$ cat src/rtl/fp_mult_sched.sv
// Round-robin scheduler sharing one fixed-latency pipelined fp_multiplier between NREQ requesters.
// Requester tags ride a delay line matched to the multiplier so each product returns to its issuer.
module fp_mult_sched #(
   parameter int unsigned NREQ    = 4,
   parameter int unsigned LATENCY = 14,
   parameter int unsigned IDW     = 2
) (
   input  logic                            clk,
   input  logic                            rst_n,
   input  logic [NREQ-1:0]                 req_valid,
   input  logic [32*NREQ-1:0]              req_a,
   input  logic [32*NREQ-1:0]              req_b,
   output logic [NREQ-1:0]                 req_ready,
   output logic [31:0]                     mul_a,
   output logic [31:0]                     mul_b,
   input  logic [31:0]                     mul_out,
   output logic [NREQ-1:0]                 res_valid,
   output logic [31:0]                     res_data,
   input  logic                            drain,
   output logic                            idle,
   output logic [$clog2(LATENCY+2)-1:0]    inflight
);

   localparam int unsigned DW    = 32;
   localparam int unsigned CW    = $clog2(LATENCY + 2);
   localparam int unsigned DEPTH = LATENCY + 1;

   logic [IDW-1:0]   ptr;
   logic [IDW-1:0]   gnt_id;
   logic [IDW-1:0]   scan_idx;
   logic             hs;
   logic [DW-1:0]    sel_a;
   logic [DW-1:0]    sel_b;
   logic [DEPTH-1:0] tag_vld;
   logic [IDW-1:0]   tag_id [DEPTH];
   logic [CW-1:0]    inflight_nxt;

   // Round-robin grant: first valid requester at or after the pointer, none while draining
   always_comb begin
      req_ready = '0;
      gnt_id    = '0;
      hs        = 1'b0;
      scan_idx  = '0;
      for (int unsigned k = 0; k < NREQ; k++) begin
         scan_idx = IDW'((32'(ptr) + k) % NREQ);
         if (!drain && !hs && req_valid[scan_idx]) begin
            req_ready[scan_idx] = 1'b1;
            gnt_id              = scan_idx;
            hs                  = 1'b1;
         end
      end
   end

   // Operand mux driven by the one-hot grant
   always_comb begin
      sel_a = '0;
      sel_b = '0;
      for (int unsigned i = 0; i < NREQ; i++) begin
         if (req_ready[i]) begin
            sel_a = req_a[i*DW +: DW];
            sel_b = req_b[i*DW +: DW];
         end
      end
   end

   always_comb begin
      inflight_nxt = inflight;
      if (hs && !tag_vld[DEPTH-1]) begin
         inflight_nxt = inflight + CW'(1);
      end else if (!hs && tag_vld[DEPTH-1]) begin
         inflight_nxt = inflight - CW'(1);
      end
   end

   // Issue side: pointer and multiplier operand registers
   always_ff @(posedge clk or negedge rst_n) begin
      if (!rst_n) begin
         ptr   <= '0;
         mul_a <= '0;
         mul_b <= '0;
      end else if (hs) begin
         ptr   <= (gnt_id == IDW'(NREQ - 1)) ? '0 : gnt_id + IDW'(1);
         mul_a <= sel_a;
         mul_b <= sel_b;
      end
   end

   // Tag delay line: stage LATENCY lines up with the product on mul_out
   always_ff @(posedge clk or negedge rst_n) begin
      if (!rst_n) begin
         tag_vld <= '0;
         for (int unsigned i = 0; i < DEPTH; i++) begin
            tag_id[i] <= '0;
         end
      end else begin
         tag_vld   <= {tag_vld[DEPTH-2:0], hs};
         tag_id[0] <= gnt_id;
         for (int unsigned i = 1; i < DEPTH; i++) begin
            tag_id[i] <= tag_id[i-1];
         end
      end
   end

   // Return side: result strobe, data capture and occupancy tracking
   always_ff @(posedge clk or negedge rst_n) begin
      if (!rst_n) begin
         res_valid <= '0;
         res_data  <= '0;
         inflight  <= '0;
         idle      <= 1'b1;
      end else begin
         res_valid <= tag_vld[DEPTH-1] ? (NREQ'(1) << tag_id[DEPTH-1]) : '0;
         if (tag_vld[DEPTH-1]) begin
            res_data <= mul_out;
         end
         inflight <= inflight_nxt;
         idle     <= (inflight_nxt == '0);
      end
   end

endmodule

$ cat config.mk
export PLATFORM = sky130hd
export DESIGN_NAME = fp_mult_sched
export DESIGN_NICKNAME = d
export VERILOG_FILES = /design/src/rtl/fp_mult_sched.sv
export SDC_FILE = /design/constraint.sdc
export NUM_CORES = 1
export LEC_CHECK = 0
export ABC_AREA = 0
export CAP_MARGIN = 5
export CORE_AREA = 2 2 156 158
export CTS_CLUSTER_DIAMETER = 100
export DETAILED_ROUTE_END_ITERATION = 10
export DIE_AREA = 0 0 158 160
export MAX_ROUTING_LAYER = met4
export PLACE_DENSITY_LB_ADDON = 0.05
export SLEW_MARGIN = 10
export SYNTH_ARGS = -nofsm -noshare
export SYNTH_HDL_FRONTEND = slang
export SYNTH_SLANG_ARGS = --single-unit
$ cat constraint.sdc
create_clock -name clk -period 3.9 [get_ports clk]
set_input_delay 0.975 -clock clk [delete_from_list [all_inputs] [get_ports clk]]
set_output_delay 0.975 -clock clk [all_outputs]
set_load 0.02 [all_outputs]
## Word level (Yosys, flattened, before mapping)

Cells that the tools add are included.

- Register bits: 152
- Latch bits: 0
- Bits in writable memories: 0
- ROM bits: 0
- Input port bits: 295
- Output and inout bits: 109
- Logic and storage cells: 102
- Memories: 0

- Add/sub/neg operators: 6
- Multiply operators: 0
- Divide/modulo/power cells: 0
- $lt $le $gt $ge: 8
- Equal/unequal tests: 1
- Shift operators: 1
- Multiplexer cells: 40
- Bitwise logic cells: 3
- Reductions and logical operators: 20

Operators with widths:

| operator | number |
|---|---|
| $mux W32 | 8 |
| $mux W4 | 7 |
| $logic_and A1 B1 Y1 | 13 |
| $lt A2 B3 Y1 const B | 4 |
| $mux W1 | 12 |
| $or A4 B4 Y4 | 3 |
| $mux W2 | 5 |
| $bmux W1 S2 | 4 |
| $demux W1 S2 | 4 |
| $ge A2 B1 Y1 const B | 4 |
| $logic_not A1 Y1 | 6 |
| $add A2 B1 Y2 const B | 2 |
| $add A2 B2 Y2 const B | 2 |
| $add A4 B1 Y4 const B | 1 |
| $logic_not A4 Y1 | 1 |
| $shl A1 B2 Y4 const A | 1 |
| $sub A4 B1 Y4 const B | 1 |
| $eq A2 B2 Y1 const B | 1 |

## Logic depth before layout (Yosys ltp)

- Depth in word-level cells: 21
- Gate-level depth with buffers: 13
- Depth with buffers taken out: 9

## Least setup slack after synthesis

No wires, ideal clock.

- Kind: input -> output
- Start point: input port req_valid[3]
- End point: output port req_ready[1]
- Arrival time: 2529 ps
- Data required time: 2925 ps
- Path slack: 396 ps
- Stages: 7
- Buffers on the path: 3
- Cells stage by stage: buf_2 mux4_2 a21o_1 a2bb2oi_1 buf_2 buf_2 inv_1

- Longest elaborated chain between the ends: 16
- Elaborated cells between the ends (all ways): 28
- Those cells by class: mux (15); bitwise (3); reduce/logical (10)

Ends and longest elaborated chain:

| what | line | text |
|---|---|---|
| start: declaration | 10 | `input logic [NREQ-1:0] req_valid,` |
| $bmux W1 S2 | 46 | `if (!drain && !hs && req_valid[scan_idx]) begin` |
| $mux W1 (not written as such) | 46 |  |
| $logic_and A1 B1 Y1 | 46 |  |
| $mux W1 | 46 |  |
| $logic_not A1 Y1 | 46 |  |
| $logic_and A1 B1 Y1 (2 in series) | 46 |  |
| $mux W1 | 46 |  |
| $logic_not A1 Y1 | 46 |  |
| $logic_and A1 B1 Y1 (2 in series) | 46 |  |
| $mux W1 | 46 |  |
| $logic_not A1 Y1 | 46 |  |
| $logic_and A1 B1 Y1 (2 in series) | 46 |  |
| $mux W4 (*) | 46 |  |
| end: declaration | 13 | `output logic [NREQ-1:0] req_ready,` |

Every way passes the cells marked *; elsewhere a longest branch is shown, timed or not. The select of a mux whose other input is x is not followed.

## Worst setup path in the final report

- Start point: input port req_valid[1]
- End point: output port req_ready[2]

The elaborated chain is that of the path after synthesis.

==> results.json <==
{
  "nNetsFinal": 1451,
  "final.setup.worst_slack_ns": 0.0680,
  "area_delta_synth_final_pct": 64.2,
  "grt_max_degree": 67,
  "yosysWarnings": 0,
  "post_cts_buffers": 0,
  "power_uw": 9510,
  "wl_met2_um": 15900,
  "async_reset_ff_frac": 1.00,
  "place.gp.congestion": 0.904,
  "fin_crit_sh": 0.983,
  "cts_resized": 12,
  "synth-seq-cells": 152,
  "r2r_slack_ns": 0.54,
  "htreeDepth": 4,
  "rows": 57,
  "crit_type": "input pin to output pin",
  "synthXorXnorAreaFrac": 0.00437,
  "met1_length_um": 13500,
  "finalNonFillerCells": 1491,
  "vias_per_cell": 5.37,
  "die-area_um2": 25300,
  "place_inst": 1453,
  "io_pins": 404,
  "root_buffer": "clkbuf_16",
  "crit_buf_inv": 4,
  "cts_buffer_depth": 2,
  "io_buffers": 403,
  "critPathCaptureType": "output pin",
  "synthSimpleGateAreaFrac": 0.0922,
  "crit_chain": "clkdlybuf4s50_1 -> mux4_2 -> inv_1 -> a31oi_1 -> o22a_2 -> inv_2 -> clkdlybuf4s15_1",
  "slowest_stage": "mux4_2",
  "wirelength_um": 33300,
  "maxSlewHeadroom": 0.439,
  "route.met3.wl_um": 3150,
  "drc": 0,
  "ctsHoldBuffers": 0,
  "antenna_found_initial": 6,
  "synth_ff_type": "dfrtp_1",
  "final_antenna_net_count": 0,
  "critPathMaxStageDelay_ns": 0.55,
  "yosys.area_share.adder": 0.0125,
  "pre_cts_ws_ns": -0.362,
  "syn-mean-instance-area_um2": 10.5,
  "arrival_ns": 2.86,
  "cts_tree": "yes",
  "cap_violations": 0,
  "yosysSeqAreaShare": 0.474,
  "grt_pass1_wl_um": 49300,
  "top_layer": "met4",
  "min_path_cells": 0,
  "rsz0062_at_grt": "true",
  "path_clk_slew_ns": 0.07,
  "r2r_cells": 10,
  "synth_nets": 1065,
  "core_um2": 23800,
  "cts_buffers": 17,
  "nFillCells": 2149,
  "grt_remaining_overflow": 0,
  "fmax_mhz": 261,
  "muxShareOfSynthArea": 0.0599,
  "clock_skew_ns": 0.00995,
  "synth_cell_type_count": 56,
  "die_y_um": 160,
  "start_kind": "input pin",
  "r2r_end": "mul_b[12]",
  "crit_fanout": 6,
  "mostFrequentLayoutCell": "clkdlybuf4s50_1",
  "status": "finished, final reports clean",
  "initial_core_util": 0.337,
  "layout_min_cycle_time_ns": 3.83,
  "drive_gt1_frac": 0.121,
  "postLayoutCoreUtil": 0.553,
  "wl_per_cell_um": 22.3,
  "critPathTopFamily": "buffers and inverters",
  "powerDensity_nw_per_um2": 722,
  "groute.usage.overall": 0.267,
  "synth_compound_area_frac": 0.297,
  "synthCells": 762,
  "report.final.slew_viol_count": 0,
  "setup_viol": 0,
  "fp.dieW_um": 158,
  "worstPathRequired_ns": 2.92,
  "clock_latency_ns": 0.43,
  "grt_pass1_vias": 8133,
  "synth-edff-count": 0,
  "power_leakage_uw": 0.00510,
  "min_to": "tag_id[4]",
  "final_cell_mix": "clkdlybuf4s50_1 (395), dfrtp_1 (151), nand2_1 (73)",
  "cts.sinks": 152,
  "synth_top_family_by_area": "compound AO/OA/AOI/OAI gates",
  "worstMarginPinSlew_ns": 0.842,
  "place_hpwl_um": 23200,
  "ir_worst_vdd_mv": 0.891,
  "holdWs_ns": 0.344,
  "hold_violations": 0,
  "holdCritStartpoint": "tag_id[6]",
  "syn_area_um2": 8020,
  "drt_iter0_markers": 630,
  "drt_first_pass_iters": 8,
  "hp-class": "register to register",
  "vias": 8012
}
synth_stat cells (all sizes together), types with 2 or more instances:
| library cell | count | share of area |
|---|---|---|
| a21o | 2 | 0.0019 |
| a21oi | 4 | 0.0025 |
| a221oi | 2 | 0.0022 |
| a22oi | 65 | 0.061 |
| a311oi | 65 | 0.071 |
| a31oi | 4 | 0.0031 |
| a32oi | 4 | 0.0044 |
| and2 | 5 | 0.0039 |
| and3 | 2 | 0.0016 |
| buf | 53 | 0.040 |
| clkbuf | 28 | 0.013 |
| dfrtp | 151 | 0.47 |
| ha | 8 | 0.012 |
| inv | 12 | 0.0056 |
| mux2 | 36 | 0.051 |
| mux2i | 3 | 0.0037 |
| mux4 | 2 | 0.0056 |
| nand2 | 74 | 0.035 |
| nand2b | 3 | 0.0033 |
| nand3 | 3 | 0.0019 |
| nand3b | 3 | 0.0028 |
| nor2 | 71 | 0.034 |
| o211ai | 2 | 0.0019 |
| o21ai | 2 | 0.0012 |
| o22ai | 5 | 0.0064 |
| o2bb2ai | 64 | 0.070 |
| o31ai | 64 | 0.060 |
| o32ai | 2 | 0.0041 |
| or3 | 3 | 0.0023 |
| or3b | 2 | 0.0022 |
| xnor2 | 3 | 0.0033 |
layout make-up:
class | count | area, µm² | share of cell area
Multi-Input combinational cell | 517 | 3840 | 0.291
Clock inverter | 15 | 175 | 0.0133
Antenna cell | 6 | 15.0 | 0.00114
Tap cell | 324 | 405 | 0.0308
Inverter | 12 | 45.0 | 0.00342
Sequential cell | 152 | 3800 | 0.289
Clock buffer | 17 | 425 | 0.0323
Timing Repair Buffer | 448 | 4460 | 0.339
logic make-up (layout without fill, tap and decap cells):
| group | after synthesis | after routing |
|---|---|---|
| buffers and inverters | 93 | 492 |
| flip-flops | 152 | 152 |
| other | 0 | 6 |
| multiplexers | 41 | 41 |
| XOR/XNOR | 4 | 4 |
| adder cells (fa/ha/maj) | 8 | 8 |
| AND/OR/NAND/NOR | 172 | 172 |
| AO/OA/AOI/OAI | 292 | 292 |
worst max path at each step:
stage / start / endpoint / slack, ns / cells past startpoint
2_1_floorplan: req_valid[3] / req_ready[1] / 0.40 / 7
3_3_place_gp: req_valid[2] / req_ready[1] / -0.37 / 8
3_5_place_dp: req_valid[0] / req_ready[1] / -0.36 / 8
4_1_cts: req_valid[1] / req_ready[1] / 0.001 / 9
5_1_grt: req_valid[1] / req_ready[3] / -0.002 / 6
6_report: req_valid[1] / req_ready[2] / 0.07 / 7
per-stage QoR:
stage	setup TNS, ns	instance area (µm²)
floorplan	0	8020
global placement	-13.55	12500
detailed placement	-12.97	12500
CTS	0	13100
global route	-0.00202	13200
finish	0	13200
sequential cells by signal, summed over array words and instances, names as in the netlist, named ones only:
register and flops:
tag_id 30, mul_a 32, idle 1, mul_b 32
ptr 1, res_valid 4, res_data 32, tag_vld 15
inflight 4
routing by layer:
layer / up-vias / global-route usage
met5: - / -
met4: 0 / 0.0876
met3: 53 / 0.0828
met2: 351 / 0.418
met1: 3870 / 0.327
li1: 3738 / -
power breakdown:
part	internal (µW)	switching [µW]	total, µW
logic	2380	2990	5370
clock network	867	807	1670
registers	2160	303	2460
Note: power is estimated with default switching activity, not from simulation.
